===== src/rtl/vga_scan_ctrl.sv =====
`default_nettype none
// +----------------------------------------------------------------------------+
// | Module   : vga_scan_ctrl                                                   |
// | Purpose  : 640x480@60 VGA timing from a 50 MHz clock; scans a 128x96       |
// |            1-bit-per-plane framebuffer with SCALExSCALE replication and    |
// |            registers RGB/syncs so all pins line up with the 1-cycle RAM    |
// |            read latency.                                                   |
// | Options  : VGA_COLORBAR_EN - adds bar_sel input selecting an 8-bar test    |
// |            pattern derived from the column instead of VRAM data.           |
// | Revision : 1.0  initial release                                            |
// +----------------------------------------------------------------------------+
module vga_scan_ctrl #(
  parameter int H_VIS  = 640,
  parameter int H_FP   = 16,
  parameter int H_SYNC = 96,
  parameter int H_BP   = 48,
  parameter int V_VIS  = 480,
  parameter int V_FP   = 10,
  parameter int V_SYNC = 2,
  parameter int V_BP   = 33,
  parameter int SCALE  = 5    // H_VIS must equal 128*SCALE, V_VIS 96*SCALE
) (
  input  logic        clk,
  input  logic        rst_n,
  output logic [13:0] vram_addr,
  output logic        vram_en,
  output logic        vram_we,
  input  logic        red_do,
  input  logic        grn_do,
  input  logic        blu_do,
`ifdef VGA_COLORBAR_EN
  input  logic        bar_sel,
`endif
  output logic        vga_r,
  output logic        vga_g,
  output logic        vga_b,
  output logic        hsync,
  output logic        vsync,
  output logic        frame_st
);

  localparam int c_h_tot = H_VIS + H_FP + H_SYNC + H_BP;
  localparam int c_v_tot = V_VIS + V_FP + V_SYNC + V_BP;
  localparam int HW      = $clog2(c_h_tot);
  localparam int VW      = $clog2(c_v_tot);
  localparam int SW      = (SCALE > 1) ? $clog2(SCALE) : 1;

  logic          r_phase;
  logic [HW-1:0] r_hcnt;
  logic [VW-1:0] r_vcnt;
  logic [SW-1:0] r_hsub;
  logic [SW-1:0] r_vsub;
  logic [6:0]    r_col;
  logic [6:0]    r_row;
  logic          r_hs_a;
  logic          r_vs_a;

  logic          w_tick;
  logic          w_h_last;
  logic          w_v_last;
  logic          w_hsub_last;
  logic          w_vsub_last;
  logic          w_vis;
  logic          w_hs_raw;
  logic          w_vs_raw;
  logic          w_origin;
  logic [2:0]    w_pix;

  // The RAM port is read-only from this side.
  assign vram_we = 1'b0;

  assign w_tick      = r_phase;
  assign w_h_last    = (r_hcnt == HW'(c_h_tot - 1));
  assign w_v_last    = (r_vcnt == VW'(c_v_tot - 1));
  assign w_hsub_last = (r_hsub == SW'(SCALE - 1));
  assign w_vsub_last = (r_vsub == SW'(SCALE - 1));
  assign w_vis       = (r_hcnt < HW'(H_VIS)) && (r_vcnt < VW'(V_VIS));
  assign w_hs_raw    = ~((r_hcnt >= HW'(H_VIS + H_FP)) &&
                         (r_hcnt <  HW'(H_VIS + H_FP + H_SYNC)));
  assign w_vs_raw    = ~((r_vcnt >= VW'(V_VIS + V_FP)) &&
                         (r_vcnt <  VW'(V_VIS + V_FP + V_SYNC)));
  assign w_origin    = (r_hcnt == '0) && (r_vcnt == '0);

  // Pixel-rate phase: every second clk edge is a pixel tick.
  always_ff @(posedge clk or negedge rst_n) begin
    if (!rst_n) r_phase <= 1'b0;
    else        r_phase <= ~r_phase;
  end

  // Horizontal position, sub-pixel replication count and framebuffer column.
  always_ff @(posedge clk or negedge rst_n) begin
    if (!rst_n) begin
      r_hcnt <= '0;
      r_hsub <= '0;
      r_col  <= '0;
    end else if (w_tick) begin
      if (w_h_last) begin
        r_hcnt <= '0;
        r_hsub <= '0;
        r_col  <= '0;
      end else begin
        r_hcnt <= r_hcnt + HW'(1);
        if (w_hsub_last) begin
          r_hsub <= '0;
          r_col  <= r_col + 7'd1;
        end else begin
          r_hsub <= r_hsub + SW'(1);
        end
      end
    end
  end

  // Vertical position, line replication count and framebuffer row; step on line wrap.
  always_ff @(posedge clk or negedge rst_n) begin
    if (!rst_n) begin
      r_vcnt <= '0;
      r_vsub <= '0;
      r_row  <= '0;
    end else if (w_tick && w_h_last) begin
      if (w_v_last) begin
        r_vcnt <= '0;
        r_vsub <= '0;
        r_row  <= '0;
      end else begin
        r_vcnt <= r_vcnt + VW'(1);
        if (w_vsub_last) begin
          r_vsub <= '0;
          r_row  <= r_row + 7'd1;
        end else begin
          r_vsub <= r_vsub + SW'(1);
        end
      end
    end
  end

  // Stage A: present the address for the current position; the address only
  // moves on visible pixels so the bus never leaves the 0..12287 window.
  always_ff @(posedge clk or negedge rst_n) begin
    if (!rst_n) begin
      vram_addr <= '0;
      vram_en   <= 1'b0;
      r_hs_a    <= 1'b1;
      r_vs_a    <= 1'b1;
      frame_st  <= 1'b0;
    end else begin
      frame_st <= w_tick & w_origin;
      if (w_tick) begin
        vram_en <= w_vis;
        r_hs_a  <= w_hs_raw;
        r_vs_a  <= w_vs_raw;
        if (w_vis) vram_addr <= {r_row, r_col};
      end
    end
  end

`ifdef VGA_COLORBAR_EN
  logic [2:0] r_col_hi_a;
  logic       r_bar_a;

  // Stage A companion for the test pattern: capture column MSBs and the selector.
  always_ff @(posedge clk or negedge rst_n) begin
    if (!rst_n) begin
      r_col_hi_a <= '0;
      r_bar_a    <= 1'b0;
    end else if (w_tick) begin
      r_col_hi_a <= r_col[6:4];
      r_bar_a    <= bar_sel;
    end
  end

  assign w_pix = r_bar_a ? ~r_col_hi_a : {red_do, grn_do, blu_do};
`else
  assign w_pix = {red_do, grn_do, blu_do};
`endif

  // Stage B: drive pins one tick after stage A; vram_en doubles as the
  // stage-A visibility flag so blanking forces black.
  always_ff @(posedge clk or negedge rst_n) begin
    if (!rst_n) begin
      vga_r <= 1'b0;
      vga_g <= 1'b0;
      vga_b <= 1'b0;
      hsync <= 1'b1;
      vsync <= 1'b1;
    end else if (w_tick) begin
      {vga_r, vga_g, vga_b} <= vram_en ? w_pix : 3'b000;
      hsync <= r_hs_a;
      vsync <= r_vs_a;
    end
  end

endmodule
`default_nettype wire


===== config.mk =====
export PLATFORM = sky130hd
export DESIGN_NAME = vga_scan_ctrl
export DESIGN_NICKNAME = d
export VERILOG_FILES = /design/src/rtl/vga_scan_ctrl.sv
export SDC_FILE = /design/constraint.sdc
export NUM_CORES = 1
export LEC_CHECK = 0
export ABC_AREA = 1
export ABC_CLOCK_PERIOD_IN_PS = 4140
export CAP_MARGIN = 20
export CORE_MARGIN = 2
export CORE_UTILIZATION = 30
export DETAILED_ROUTE_END_ITERATION = 7
export SYNTH_ARGS = -nofsm -noshare
export SYNTH_HDL_FRONTEND = slang
export SYNTH_SLANG_ARGS = --single-unit

===== constraint.sdc =====
create_clock -name clk -period 4.14 [get_ports clk]
set_input_delay 0.828 -clock clk [delete_from_list [all_inputs] [get_ports clk]]
set_output_delay 0.828 -clock clk [all_outputs]
set_load 0.01 [all_outputs]

Word level (Yosys, flattened, before mapping)
Index checks and enable logic that the tools add are counted.
Word-level totals
  flip-flop bits (word level): 64
  input bits: 5
  output and inout bits: 22
  logic and storage cells: 60
Cells by class
  add/subtract/negate cells: 6
  order comparisons: 6
  equal/unequal tests: 4
  mux-type cells: 11
  bitwise operators: 4
  reductions and logical operators: 12
Operators by type and width (count)
  7-bit 2-to-1 mux: 4
  10-bit by 1-bit adder with 10-bit output, second input constant: 2
  10-bit == test, second input constant: 2
  10-bit logical NOT: 2
  10-bit less-than comparator, second input constant: 2
  10-bit by 9-bit less-than comparator with 1-bit output, second input constant: 2
  10-bit 2-to-1 mux: 2
  3-bit 2-to-1 mux: 5
  7-bit by 1-bit adder with 7-bit output, second input constant: 2
  10-bit >= comparator, second input constant: 1
  10-bit by 9-bit >= comparator with 1-bit output, second input constant: 1
  3-bit by 1-bit adder with 3-bit output, second input constant: 2
  3-bit == test, second input constant: 2
  2-bit AND reduction: 3
  1-bit logical AND: 5
  2-bit nonzero test: 2
  1-bit inverter: 3
  1-bit bitwise AND: 1

Depth between registers and ports, before layout
  depth in word-level cells: 3
  mapped depth: 10
  depth with buffers taken out: 10

Worst setup path after synthesis
Ideal clock, no wire load.
  path type: register to register
  start: register r_hcnt[0]
  end: register r_row[2]
  setup time: 0.118 ns
  data arrival time: 1.336 ns
  setup slack: 2.686 ns
  cell stages (with the launch flop): 10
  path buffers: 1
  period minus slack after synthesis: 1.454 ns
  cells stage by stage: dfrtp_1 -> ha_1 -> nand2_1 -> nor2_1 -> nand3_2 -> nor2_4 -> nand2_4 -> buf_6 -> nand2_1 -> o21ai_2
On the way
  longest elaborated chain between the ends: 3
RTL lines
  start, declared: line 49  | logic [HW-1:0] r_hcnt;
  start signal, assigned: line 102  | r_hcnt <= r_hcnt + HW'(1);
  10-bit == test: line 73  | assign w_h_last = (r_hcnt == HW'(c_h_tot - 1));
  1-bit logical AND: line 119  | end else if (w_tick && w_h_last) begin
  2-bit AND reduction (no source line)
  end signal, assigned: line 128  | r_row <= r_row + 7'd1;
  end, declared: line 54  | logic [6:0] r_row;
Every way passes these cells.
A chain may end at the register's enable or synchronous reset.

Worst setup path in the final report
  start: register r_phase
  end: register vram_addr[1]
On the way
  longest elaborated chain between the ends: 1
RTL lines
  start, declared: line 48  | logic r_phase;
  start signal, assigned: line 87  | else r_phase <= ~r_phase;
  2-bit AND reduction (no source line)
  end signal, assigned: line 151  | if (w_vis) vram_addr <= {r_row, r_col};
  end, declared: line 25  | output logic [13:0] vram_addr,
Every way passes these cells.

==> results by group <==
Global routing
  • Vias in the first global route: 2455
  • Initial antenna violation count: 0
  • Grt ovf: 0
  • First-pass GRT wire length: 11350 µm
  • Largest net degree at the start of global routing: 43
  • Global-route usage over all layers: 11.95%

Synthesis
  • Cell area after synthesis: 0.003332 mm²
  • Number of enable flip-flop cells after synthesis: 0
  • Most instantiated cells after synthesis: 120 x nand2_1, 60 x dfrtp_1, 52 x inv_1
  • Post-synthesis sequential area ratio: 48.22%
  • Most numerous cell in the Yosys netlist: nand2_1
  • Synth cell types: 29
  • Synth Warn #: 0
  • Synth area leader: dfrtp_1
  • Synth async-reset ratio: 100.0%
  • Syn avg cell area: 8.167 µm²
  • Syn Nets: 423
  • Synth top area cells: dfrtp_1 45%, nand2_1 14%, inv_1 5.9%, o21ai_0 5.3%, nand3_1 4.2%
  • Top-area cell type share of the netlist area: between 40% and 50%
  • Syn Inst Count: 408
  • Dominant synthesized flop cell: dfrtp_1
  • Synth Register Bits: 64

STA
  • RSZ-0062 raised after global routing: no
  • Clk_skew: 0.008135 ns
  • Setup TNS: 0 ns
  • Fin Hold WS: 0.4637 ns
  • Final Cycle Share: 57.34%
  • Final hold violations: 0
  • Worst setup margin: ~1.8 ns
  • Worst-margin pin slew: 0.9660 ns
  • Crit path time final: about 2.4 ns
  • Worst relative slew slack: 35.60%
  • Final setup fails: 0
  • FMAX: ~420 MHz
  • Fin. max-slew vios: 0

Placement
  • Dpl cell area: 0.003666 mm²
  • Dpl cells: about 560
  • # port buffers: 25
  • Dpl ws: between 1.5 and 2 ns
  • Hpwl dp: about 4600 µm
  • RD Place Congestion: slightly below 0.8

Worst setup path
  • Reg2reg setup slack: 1.77 ns
  • CP startpoint kind: flip-flop
  • Critical path class: reg -> reg
  • CP Capture Type: flip-flop
  • Crit Reg-Reg Endpoint: vram_addr[1]
  • Slowest-stage cell, CP: dfrtp_1
  • WP data required: 4.36 ns
  • Reg2Reg Depth: 4
  • Arr. time, crit path: 2.60 ns
  • Worst-path fanout max: 29
  • Worst flop-to-flop path startpoint: r_phase
  • Slowest cell delay on critical path: 0.80 ns
  • Crit-path cells: nand2_1, inv_1, nand4_1, o21ai_0

Layout
  • Fill cells: 1150
  • Synthesis-to-finish area growth: 15.66%
  • Fin util: 35.55%
  • Area of the multi-input gates: 0.001433 mm²
  • Share of cells above drive strength 1: 9.382%
  • Antenna diode count: 0
  • Reg area: 0.001607 mm²
  • Design area: 0.003854 mm²
  • Final net count: ~450
  • Non-Filler Instances: 577

Die
  • Die Wd: 109.4 µm
  • Die Area: 0.01197 mm²
  • Initial Utilization: 30.74%
  • CORE AREA: 0.01084 mm²
  • Vert. Die Dim: 109.4 µm
  • Rows: 38
  • I/O pins: 27

CTS
  • Clock sinks: 64
  • Clock buffer count from CTS: 9
  • Post_cts resized: 0
  • CTS tree: built
  • Clock Tree Buf Depth: 2
  • Root cell of the clock tree: clkbuf_8
  • Worst-path clk slew: 0.07 ns
  • Hold-fix buffers, CTS: 0
  • Clk_lat worst skew: 0.34 ns
  • Postcts setup bufs: 0
  • H-tree depth: 3

Power
  • Comb power frac: roughly 1.9%
  • Sw Pwr: 258.2 µW
  • Power Dens Cells: 302.6 mW/mm²
  • Sequential Power Share: 53.8%
  • Total Power: 1.166 mW
  • Clock power share: 44.3%
  • P_int: 908.0 µW
  • Peak supply drop: 0.1310 mV
  • Static Leak: about 1.8 nW
  • Switching share of power: 22.14%

Drt
  • Vias per cell: 4.511
  • Initial DRC Count: 150
  • Remaining routing DRC violations: 0
  • Wire per inst: ~11 µm
  • Final wirelength: approximately 6500 µm
  • Total number of vias: 2603
  • Routed Antenna Nets: 0
  • DRT Pass-1 Iters: 4

Hold path
  • Endpoint, Worst Hold: vsync
  • Worst Hold Class: reg -> reg
  • Hold depth: 2
  • Hold path start: vsync

Job
  • Max cap viols: 0

Outcome
  • Status: finished clean
placed cells by master, fill, tap and decap left out, drive strengths merged:
cell	count
nand2	125
dfrtp	60
inv	53
o21ai	44
nor2	30
nand3	29
clkdlybuf4s50	24
xor2	15
ha	10
clkbuf	10
nor3	8
nand4	7
a21oi	5
dfstp	4
clkinv	3
clkinvlp	2
buf	2
a21boi	1
and3	1
nor4	1
a31oi	1
conb	1
bufinv	1
cell families after synthesis:
kind of cell / synth area share (%)
buffers and inverters: 8.787
flip-flops: 48.22
XOR/XNOR: 3.943
adder cells (fa/ha/maj): 3.755
AO/OA/AOI/OAI: 8.787
AND/OR/NAND/NOR: 26.40
other: 0.1125
critical path: cells and delay by family, from the launching register on:
family	cells	cell delay [ns]
AO/OA/AOI/OAI	1	0.48
buffers and inverters	1	0.12
AND/OR/NAND/NOR	2	0.86
flip-flops	1	0.80
power by group through the flow:
stage	Combinational (mW)	Sequential [mW]	Clock, mW
final	0.0216	0.628	0.517
after global routing	0.0254	0.627	0.565
after CTS	0.0228	0.627	0.537
after detailed placement	0.0230	0.639	0
after global placement	0.0228	0.639	0
after floorplan	0.00234	0.640	0
area by class of cell:
type,count,area share [%]
Clock inverter,6,1.558
Sequential cell,64,41.69
Timing Repair Buffer,26,6.558
Inverter,53,5.162
Multi-Input combinational cell,278,37.18
Tap cell,140,4.545
Clock buffer,10,3.312
worst max path at each step:
stage                   endpoint      start  cells after the start
detailed placement  vram_addr[1]    r_phase                      4
floorplan               r_row[2]  r_hcnt[0]                      9
global route        vram_addr[6]    r_phase                      4
finish              vram_addr[1]    r_phase                      4
CTS                 vram_addr[1]    r_phase                      4
global placement    vram_addr[8]    r_phase                      4
routing by layer:
layer  global-route usage, %  wire (µm)  vias to the layer above  part of all wire (%)
met4                   3.797         74                        0                   1.1
met5                       0          0                        -                     0
met3                   2.845        243                        9                   3.7
li1                        -          -                     1334                     -
met1                   16.00       3265                     1219                    50
met2                   19.05       2940                       41                    45
state kept, by name, indices dropped and copies added, names as in the netlist, 3 cells and up:
| register | count |
|---|---|
| vram_addr | 14 |
| r_hcnt | 10 |
| r_vcnt | 10 |
| r_col | 7 |
| r_row | 7 |
| r_hsub | 3 |
| r_vsub | 3 |
Power figures use the tool's default switching activity.
